`src/rtl/boot_loader.sv`:
```
// boot_loader: UART (8N1) serial boot loader for the CPU instruction RAM.
// Receives "A5, L, L+1 words (low byte first)[, checksum]" and writes the words
// to consecutive addresses from 0, holding the CPU in reset until the image is complete.
// Optional feature macro: BOOT_CHECKSUM_EN (adds a trailing XOR checksum byte).
module boot_loader #(
   parameter int width        = 16,
   parameter int iaddr_width  = 8,
   parameter int clks_per_bit = 104
) (
   input  logic                   clk,
   input  logic                   reset,
   input  logic                   rx,
   output logic [iaddr_width-1:0] iaddr_write,
   output logic [width-1:0]       idata_write,
   output logic                   i_write,
   output logic                   cpu_reset,
   output logic                   done,
   output logic                   error
);

   localparam int CNT_W = $clog2(clks_per_bit);
   localparam logic [CNT_W-1:0] BIT_LAST  = CNT_W'(clks_per_bit - 1);
   // Start-bit centre check: the idle-detect cycle and the state register already
   // add two cycles after the synchronized edge, so count two fewer than half a bit.
   localparam logic [CNT_W-1:0] HALF_LAST = CNT_W'(clks_per_bit / 2 - 2);
   localparam logic [7:0]       SYNC_BYTE = 8'hA5;

   typedef enum logic [1:0] {RX_IDLE, RX_START, RX_DATA, RX_STOP} rx_state_t;

   typedef enum logic [2:0] {
      LD_SYNC, LD_LEN, LD_LO, LD_HI,
`ifdef BOOT_CHECKSUM_EN
      LD_CSUM,
`endif
      LD_RUN, LD_ERR
   } ld_state_t;

   logic             rx_meta_q, rx_sync_q, rx_prev_q;
   rx_state_t        rx_state_q, rx_state_d;
   logic [CNT_W-1:0] cnt_q, cnt_d;
   logic [2:0]       bit_q, bit_d;
   logic [7:0]       shift_q, shift_d;
   logic             rx_valid, rx_ferr;

   ld_state_t              ld_state_q, ld_state_d;
   logic [iaddr_width-1:0] addr_q, addr_d;
   logic [7:0]             wcnt_q, wcnt_d;
   logic [7:0]             len_q, len_d;
   logic [7:0]             lo_q, lo_d;
   logic [7:0]             csum_q, csum_d;
   logic [iaddr_width-1:0] iaddr_q, iaddr_d;
   logic [width-1:0]       idata_q, idata_d;
   logic                   iwr_q, iwr_d;

   // Two-flop synchronizer for rx plus one delayed copy for falling-edge detection.
   always_ff @(posedge clk) begin
      if (reset) begin
         rx_meta_q <= 1'b1;
         rx_sync_q <= 1'b1;
         rx_prev_q <= 1'b1;
      end else begin
         rx_meta_q <= rx;
         rx_sync_q <= rx_meta_q;
         rx_prev_q <= rx_sync_q;
      end
   end

   // Receiver control registers.
   always_ff @(posedge clk) begin
      if (reset) begin
         rx_state_q <= RX_IDLE;
         cnt_q      <= '0;
         bit_q      <= '0;
      end else begin
         rx_state_q <= rx_state_d;
         cnt_q      <= cnt_d;
         bit_q      <= bit_d;
      end
   end

   // Receive shift register (data only, no reset needed).
   always_ff @(posedge clk) begin
      shift_q <= shift_d;
   end

   // Receiver next state: start re-check at half bit, data and stop at bit centres.
   always_comb begin
      rx_state_d = rx_state_q;
      cnt_d      = cnt_q;
      bit_d      = bit_q;
      shift_d    = shift_q;
      rx_valid   = 1'b0;
      rx_ferr    = 1'b0;
      case (rx_state_q)
         RX_IDLE: begin
            cnt_d = '0;
            bit_d = '0;
            if (rx_prev_q && !rx_sync_q) rx_state_d = RX_START;
         end
         RX_START: begin
            if (cnt_q == HALF_LAST) begin
               cnt_d      = '0;
               rx_state_d = rx_sync_q ? RX_IDLE : RX_DATA;
            end else begin
               cnt_d = cnt_q + 1'b1;
            end
         end
         RX_DATA: begin
            if (cnt_q == BIT_LAST) begin
               cnt_d   = '0;
               shift_d = {rx_sync_q, shift_q[7:1]};
               bit_d   = bit_q + 1'b1;
               if (bit_q == 3'd7) rx_state_d = RX_STOP;
            end else begin
               cnt_d = cnt_q + 1'b1;
            end
         end
         RX_STOP: begin
            if (cnt_q == BIT_LAST) begin
               cnt_d      = '0;
               rx_state_d = RX_IDLE;
               rx_valid   = rx_sync_q;
               rx_ferr    = !rx_sync_q;
            end else begin
               cnt_d = cnt_q + 1'b1;
            end
         end
         default: rx_state_d = RX_IDLE;
      endcase
   end

   // Loader control and RAM write-port registers.
   always_ff @(posedge clk) begin
      if (reset) begin
         ld_state_q <= LD_SYNC;
         addr_q     <= '0;
         wcnt_q     <= '0;
         iaddr_q    <= '0;
         idata_q    <= '0;
         iwr_q      <= 1'b0;
      end else begin
         ld_state_q <= ld_state_d;
         addr_q     <= addr_d;
         wcnt_q     <= wcnt_d;
         iaddr_q    <= iaddr_d;
         idata_q    <= idata_d;
         iwr_q      <= iwr_d;
      end
   end

   // Loader data holding registers (length, low byte, running checksum).
   always_ff @(posedge clk) begin
      len_q  <= len_d;
      lo_q   <= lo_d;
      csum_q <= csum_d;
   end

   // Loader next state: consumes one byte per rx_valid; framing errors abort unless running.
   always_comb begin
      ld_state_d = ld_state_q;
      addr_d     = addr_q;
      wcnt_d     = wcnt_q;
      len_d      = len_q;
      lo_d       = lo_q;
      csum_d     = csum_q;
      iaddr_d    = iaddr_q;
      idata_d    = idata_q;
      iwr_d      = 1'b0;
      if (rx_ferr && ld_state_q != LD_RUN) begin
         ld_state_d = LD_ERR;
      end else if (rx_valid) begin
         case (ld_state_q)
            LD_SYNC, LD_ERR: begin
               if (shift_q == SYNC_BYTE) begin
                  ld_state_d = LD_LEN;
                  addr_d     = '0;
                  wcnt_d     = '0;
                  csum_d     = '0;
               end
            end
            LD_LEN: begin
               len_d      = shift_q;
               csum_d     = csum_q ^ shift_q;
               ld_state_d = LD_LO;
            end
            LD_LO: begin
               lo_d       = shift_q;
               csum_d     = csum_q ^ shift_q;
               ld_state_d = LD_HI;
            end
            LD_HI: begin
               csum_d  = csum_q ^ shift_q;
               iwr_d   = 1'b1;
               iaddr_d = addr_q;
               idata_d = width'({shift_q, lo_q});
               addr_d  = addr_q + 1'b1;
               if (wcnt_q == len_q) begin
`ifdef BOOT_CHECKSUM_EN
                  ld_state_d = LD_CSUM;
`else
                  ld_state_d = LD_RUN;
`endif
               end else begin
                  wcnt_d     = wcnt_q + 1'b1;
                  ld_state_d = LD_LO;
               end
            end
`ifdef BOOT_CHECKSUM_EN
            LD_CSUM: ld_state_d = (shift_q == csum_q) ? LD_RUN : LD_ERR;
`endif
            default: ;
         endcase
      end
   end

   assign iaddr_write = iaddr_q;
   assign idata_write = idata_q;
   assign i_write     = iwr_q;
   assign done        = (ld_state_q == LD_RUN);
   assign cpu_reset   = (ld_state_q != LD_RUN);
   assign error       = (ld_state_q == LD_ERR);

endmodule

```
`config.mk`:
```
export PLATFORM = sky130hd
export DESIGN_NAME = boot_loader
export DESIGN_NICKNAME = d
export VERILOG_FILES = /design/src/rtl/boot_loader.sv
export SDC_FILE = /design/constraint.sdc
export NUM_CORES = 1
export LEC_CHECK = 0
export CORE_MARGIN = 5
export CORE_UTILIZATION = 50
export DETAILED_ROUTE_END_ITERATION = 16
export HOLD_SLACK_MARGIN = 0.02
export PLACE_DENSITY_LB_ADDON = 0.2
export SYNTH_ARGS = -nofsm -noshare
export SYNTH_HDL_FRONTEND = slang
export SYNTH_SLANG_ARGS = --single-unit
```
`constraint.sdc`:
```
create_clock -name clk -period 3.45 [get_ports clk]
set_input_delay 1.035 -clock clk [delete_from_list [all_inputs] [get_ports clk]]
set_output_delay 1.035 -clock clk [all_outputs]
set_load 0.1 [all_outputs]
```
Yosys cells after proc, flatten, opt, wreduce, memory -nomap -nowiden
Cells that the tools add are included.
Widths: inputs -> output; s select.
{ "op_classes": {"addsub": 4, "n_reduce_logical": 24, "eq_ne": 22, "n_mux": 26, "bitwise_logic": 2} }
{ "ops": {"columns": ["cell", "count"], "rows": [
  ["$pmux 8 s2", 2],
  ["$pmux 7 s3", 1],
  ["$add 8x1->8 const B", 2],
  ["$mux 8", 2],
  ["$mux 3", 5],
  ["$reduce_and 3->1", 5],
  ["$mux 7", 2],
  ["$ne 2x2->1 const B", 7],
  ["$mux 2", 6],
  ["$pmux 3 s4", 1],
  ["$reduce_and 5->1", 2],
  ["$eq 3x3->1 const B", 3],
  ["$eq 8x8->1", 1],
  ["$eq 8x8->1 const B", 1],
  ["$pmux 2 s4", 1],
  ["$add 7x1->7 const B", 1],
  ["$eq 7x6->1 const B", 1],
  ["$eq 7x7->1 const B", 1],
  ["$eq 3x2->1 const B", 2],
  ["$ne 3x3->1 const B", 2],
  ["$pmux 3 s2", 1],
  ["$reduce_bool 2->1", 3],
  ["$reduce_or 2->1", 3],
  ["$mux 1", 5],
  ["14 further kinds", 18]
]} }
{ "word_totals": {"input_bits": 3, "regBits": 83, "word_cells": 94} }

Longest topological paths before layout
{ "logic_depth": {"word_depth": 6, "mapped_depth": 7, "depth_no_buf": 7} }

Least setup slack after synthesis
OpenSTA, ideal clock, no wires.
{ "synth_path": {"path_type": "reg2out", "from": "register ld_state_q[1]", "to": "output cpu_reset", "t_arrival_ps": 4086, "path_buffers": 1, "t_required_ps": 2415, "slack_ps": -1671, "stages_incl_launch_ff": 4, "cell_sequence": "dfxtp_1 -> clkbuf_1 -> nor3b_1 -> inv_1"} }
{ "synth_via": {"elab_chain_cells": 1} }
{ "synth_rtl": {"columns": ["element", "line_no", "text"], "rows": [
  ["from (decl)", "45", "ld_state_t ld_state_q, ld_state_d;"],
  ["from (signal assigned)", "142", "ld_state_q <= ld_state_d;"],
  ["$ne 3x3->1", "220", "assign cpu_reset = (ld_state_q != LD_RUN);"],
  ["to (decl)", "16", "output logic cpu_reset,"]
]} }
Every way passes these cells.

Worst setup path in the final report
{ "layout_path": {"from": "register ld_state_q[0]", "to": "output error"} }
{ "layout_via": {"elab_chain_cells": 1} }
{ "layout_rtl": {"columns": ["element", "line_no", "text"], "rows": [
  ["$eq 3x3->1", "221", "assign error = (ld_state_q == LD_ERR);"],
  ["to (decl)", "18", "output logic error"]
]} }
Every way passes these cells.

==> results.toml <==
[status]
status = "complete, no violations"

[global_routing]
grt-busiest-layer = "met2"
globalRouteMet1Util = 0.216
antenna_found_initial = 0
grt_pass1_wl_um = 11700
grt_pass1_vias = 2498
grt_use_met3 = 0.0459
grt_usage = 0.172
grtUsageMet2 = 0.275
grt_max_degree = 28
gr-total-overflow = 0

[cts]
cts_buffers = 9
path_clk_slew_ps = 90
hold_buffers = 0
clockRootBuffer = "clkbuf_8"
clock_path_buffers = 2
clkSinkCount = 83
worstSkewPairLatency_ps = 370
cts_tree = "yes"
postCtsSetupRepairBufs = 0
cts_resized = 0
htree_levels = 3

[yosys]
async_reset_ff_frac = 0
synth_flop_cell = "dfxtp_1"
ys_types = 54
yosys.area.top_type = "dfxtp_1"
syn_inst = 350
synth-seq-cells = 83
yosysSeqAreaShare = 0.544
synth_area_leaders = "dfxtp_1, edfxtp_1, nand2_1"
postSynthAreaPerCell_um2 = 10.0
postSynthNetCount = 359
synth_edf_count = 24
ys.warnings.count = 0
synth_top_area_frac = 0.338
syn-cell-area_mm2 = 0.00350

[route]
vias_per_cell = 5.35
antenna_left = 0
routed_wl_um = 6990
drt_iter0_markers = 110
wl_per_cell_um = 14.5
via_count = 2582
drc = 0
first_pass_iters = 4

[min_path]
holdPathStages = 1
worstHoldPathType = "reg -> reg"

[die]
rows = 30
dieArea_mm2 = 0.00877
initial_core_util = 0.515
chipHeight_um = 93.6
io_pins = 31
fp.dieW_um = 93.6
core_area_mm2 = 0.00679

[setup_path]
start_kind = "flop"
slowest_stage = "dfxtp_1"
crit_cells = 2
worstPathRequired_ps = 2410
path_max_fanout = 12
worstSetupEndpointType = "primary output"
cp_cell_sequence = "and3b_1 -> buf_4"
crit_buf_inv = 1
critPathTopFamily = "flip-flops"
cpPeakStageDelay_ps = 590
reg2reg_depth = 6
critPathKind = "reg -> out"
arrival_ps = 1500

[timing]
hold_viol = 0
tightestPinTransition_ps = 515
max_slew_margin = 0.656
fmax_ghz = 0.394
finalCriticalPeriod_ps = 2540
final_max_slew_viol_count = 0
finClkSkew_ps = 14.8
fin_ws_ps = 913
holdWs_ps = 411
finalSetupViolCount = 0
tns_ps = 0
rsz0062_at_grt = "no"
fin_crit_sh = 0.735

[job]
cap_violations = 0

[final_layout]
layout_commonest_cell = "nand2_1"
syn_to_final_growth_pct = 16.2
final_layout_size_suffix_gt1_frac = 0.176
n_antenna_cell = 0
layout_common_cells = "nand2_1, dfxtp_1, buf_4, a21oi_1, nor2_1"
finalNetCount = 391

[place]
dpl_worst_slack_ps = 1090
dpl.hpwl_um = 4780
port_buffers = 30
globalplace.congestion = 0.801

[power]
peakVddDrop_uv = 254
leakagePower_nw = 1.46
power_density_mw_per_mm2 = 448
## worst register-to-register path: cells and delay by family (launching register included)
kind | cells | cell delay, ps
fa+ha+maj | 1 | 260
flops | 1 | 380
mux | 1 | 370
simple gates | 4 | 1220
## layer usage
metal,vias up,part of all wire
met4,0,0.019
met5,-,0
met2,41,0.48
met3,14,0.043
li1,1300,-
met1,1227,0.46
## layout make-up
type / count / area (µm²)
tap: 96 / 120
inverter: 9 / 33.8
clock buffer: 9 / 124
sequential: 83 / 1900
fill: 576 / 2730
timing repair buffer: 37 / 283
clock inverter: 7 / 103
multi-input combinational: 242 / 1500
## state kept, by name (all words and copies together), names as in the netlist, named ones only
| name | count |
|---|---|
| bit_q | 3 |
| rx_meta_q | 1 |
| rx_sync_q | 1 |
| i_write | 1 |
| lo_q | 8 |
| idata_write | 16 |
| shift_q | 8 |
| rx_prev_q | 1 |
| wcnt_q | 8 |
| addr_q | 8 |
| ld_state_q | 3 |
| cnt_q | 7 |
| len_q | 8 |
| iaddr_write | 8 |
| rx_state_q | 1 |
## worst paths after layout
| path | start | end | slack [ps] |
|---|---|---|---|
| max reg2reg | cnt_q[0] | wcnt_q[5] | 1100 |
| min | rx_meta_q | rx_sync_q | 410 |
| min reg2reg | rx_meta_q | rx_sync_q | 410 |
| max | ld_state_q[0] | error | 910 |
## through the flow
step	std cells	cell area [µm²]	power (W)	util
floorplan	350	3510	0.00104	-
global placement	467	3840	0.00105	0.565
detailed placement	467	3840	0.00105	0.565
CTS	483	4070	0.00184	0.598
global route	483	4070	0.00190	0.598
finish	483	4070	0.00182	0.598
## where the power goes
| part | leakage [nW] | internal, W | switching (W) |
|---|---|---|---|
| clock | 0.117 | 0.000419 | 0.000379 |
| sequential | 0.691 | 0.000998 | 0.00000308 |
| combinational | 0.651 | 0.00000829 | 0.0000154 |
| total | 1.46 | 0.00143 | 0.000397 |
## cell families (layout without fill, tap and decap cells)
| logic type | Yosys count | count (layout) | share of synthesized area |
|---|---|---|---|
| DFF | 83 | 83 | 0.544 |
| adders and majority gates | 6 | 6 | 0.0215 |
| and+or+nand+nor | 159 | 159 | 0.247 |
| buffers and inverters | 25 | 62 | 0.0308 |
| xor gates and xnor gates | 21 | 21 | 0.0526 |
| muxes | 6 | 6 | 0.0182 |
| AOI/OAI and AO/OA | 50 | 50 | 0.0866 |
## synth_stat cells, types with 2 or more instances
library cell,count
a22oi_1,2
nor4bb_1,2
xnor2_1,15
or2_2,3
xor2_1,6
or3b_1,2
buf_2,5
o41ai_1,3
and4b_1,2
nand4b_1,2
a311oi_1,2
and3_1,2
clkbuf_1,9
nor2_1,30
nor4_1,9
a21oi_1,33
nand2_1,61
a21o_1,2
edfxtp_1,24
nor4b_1,2
nand4_1,7
nand3b_1,2
mux2i_1,3
buf_4,2
nand2b_1,2
ha_1,6
nor3_1,6
inv_1,9
nor2_2,3
dfxtp_1,59
nand3_1,9
o21ai_0,2
mux2_2,3
(Power assumes the default switching activity.)
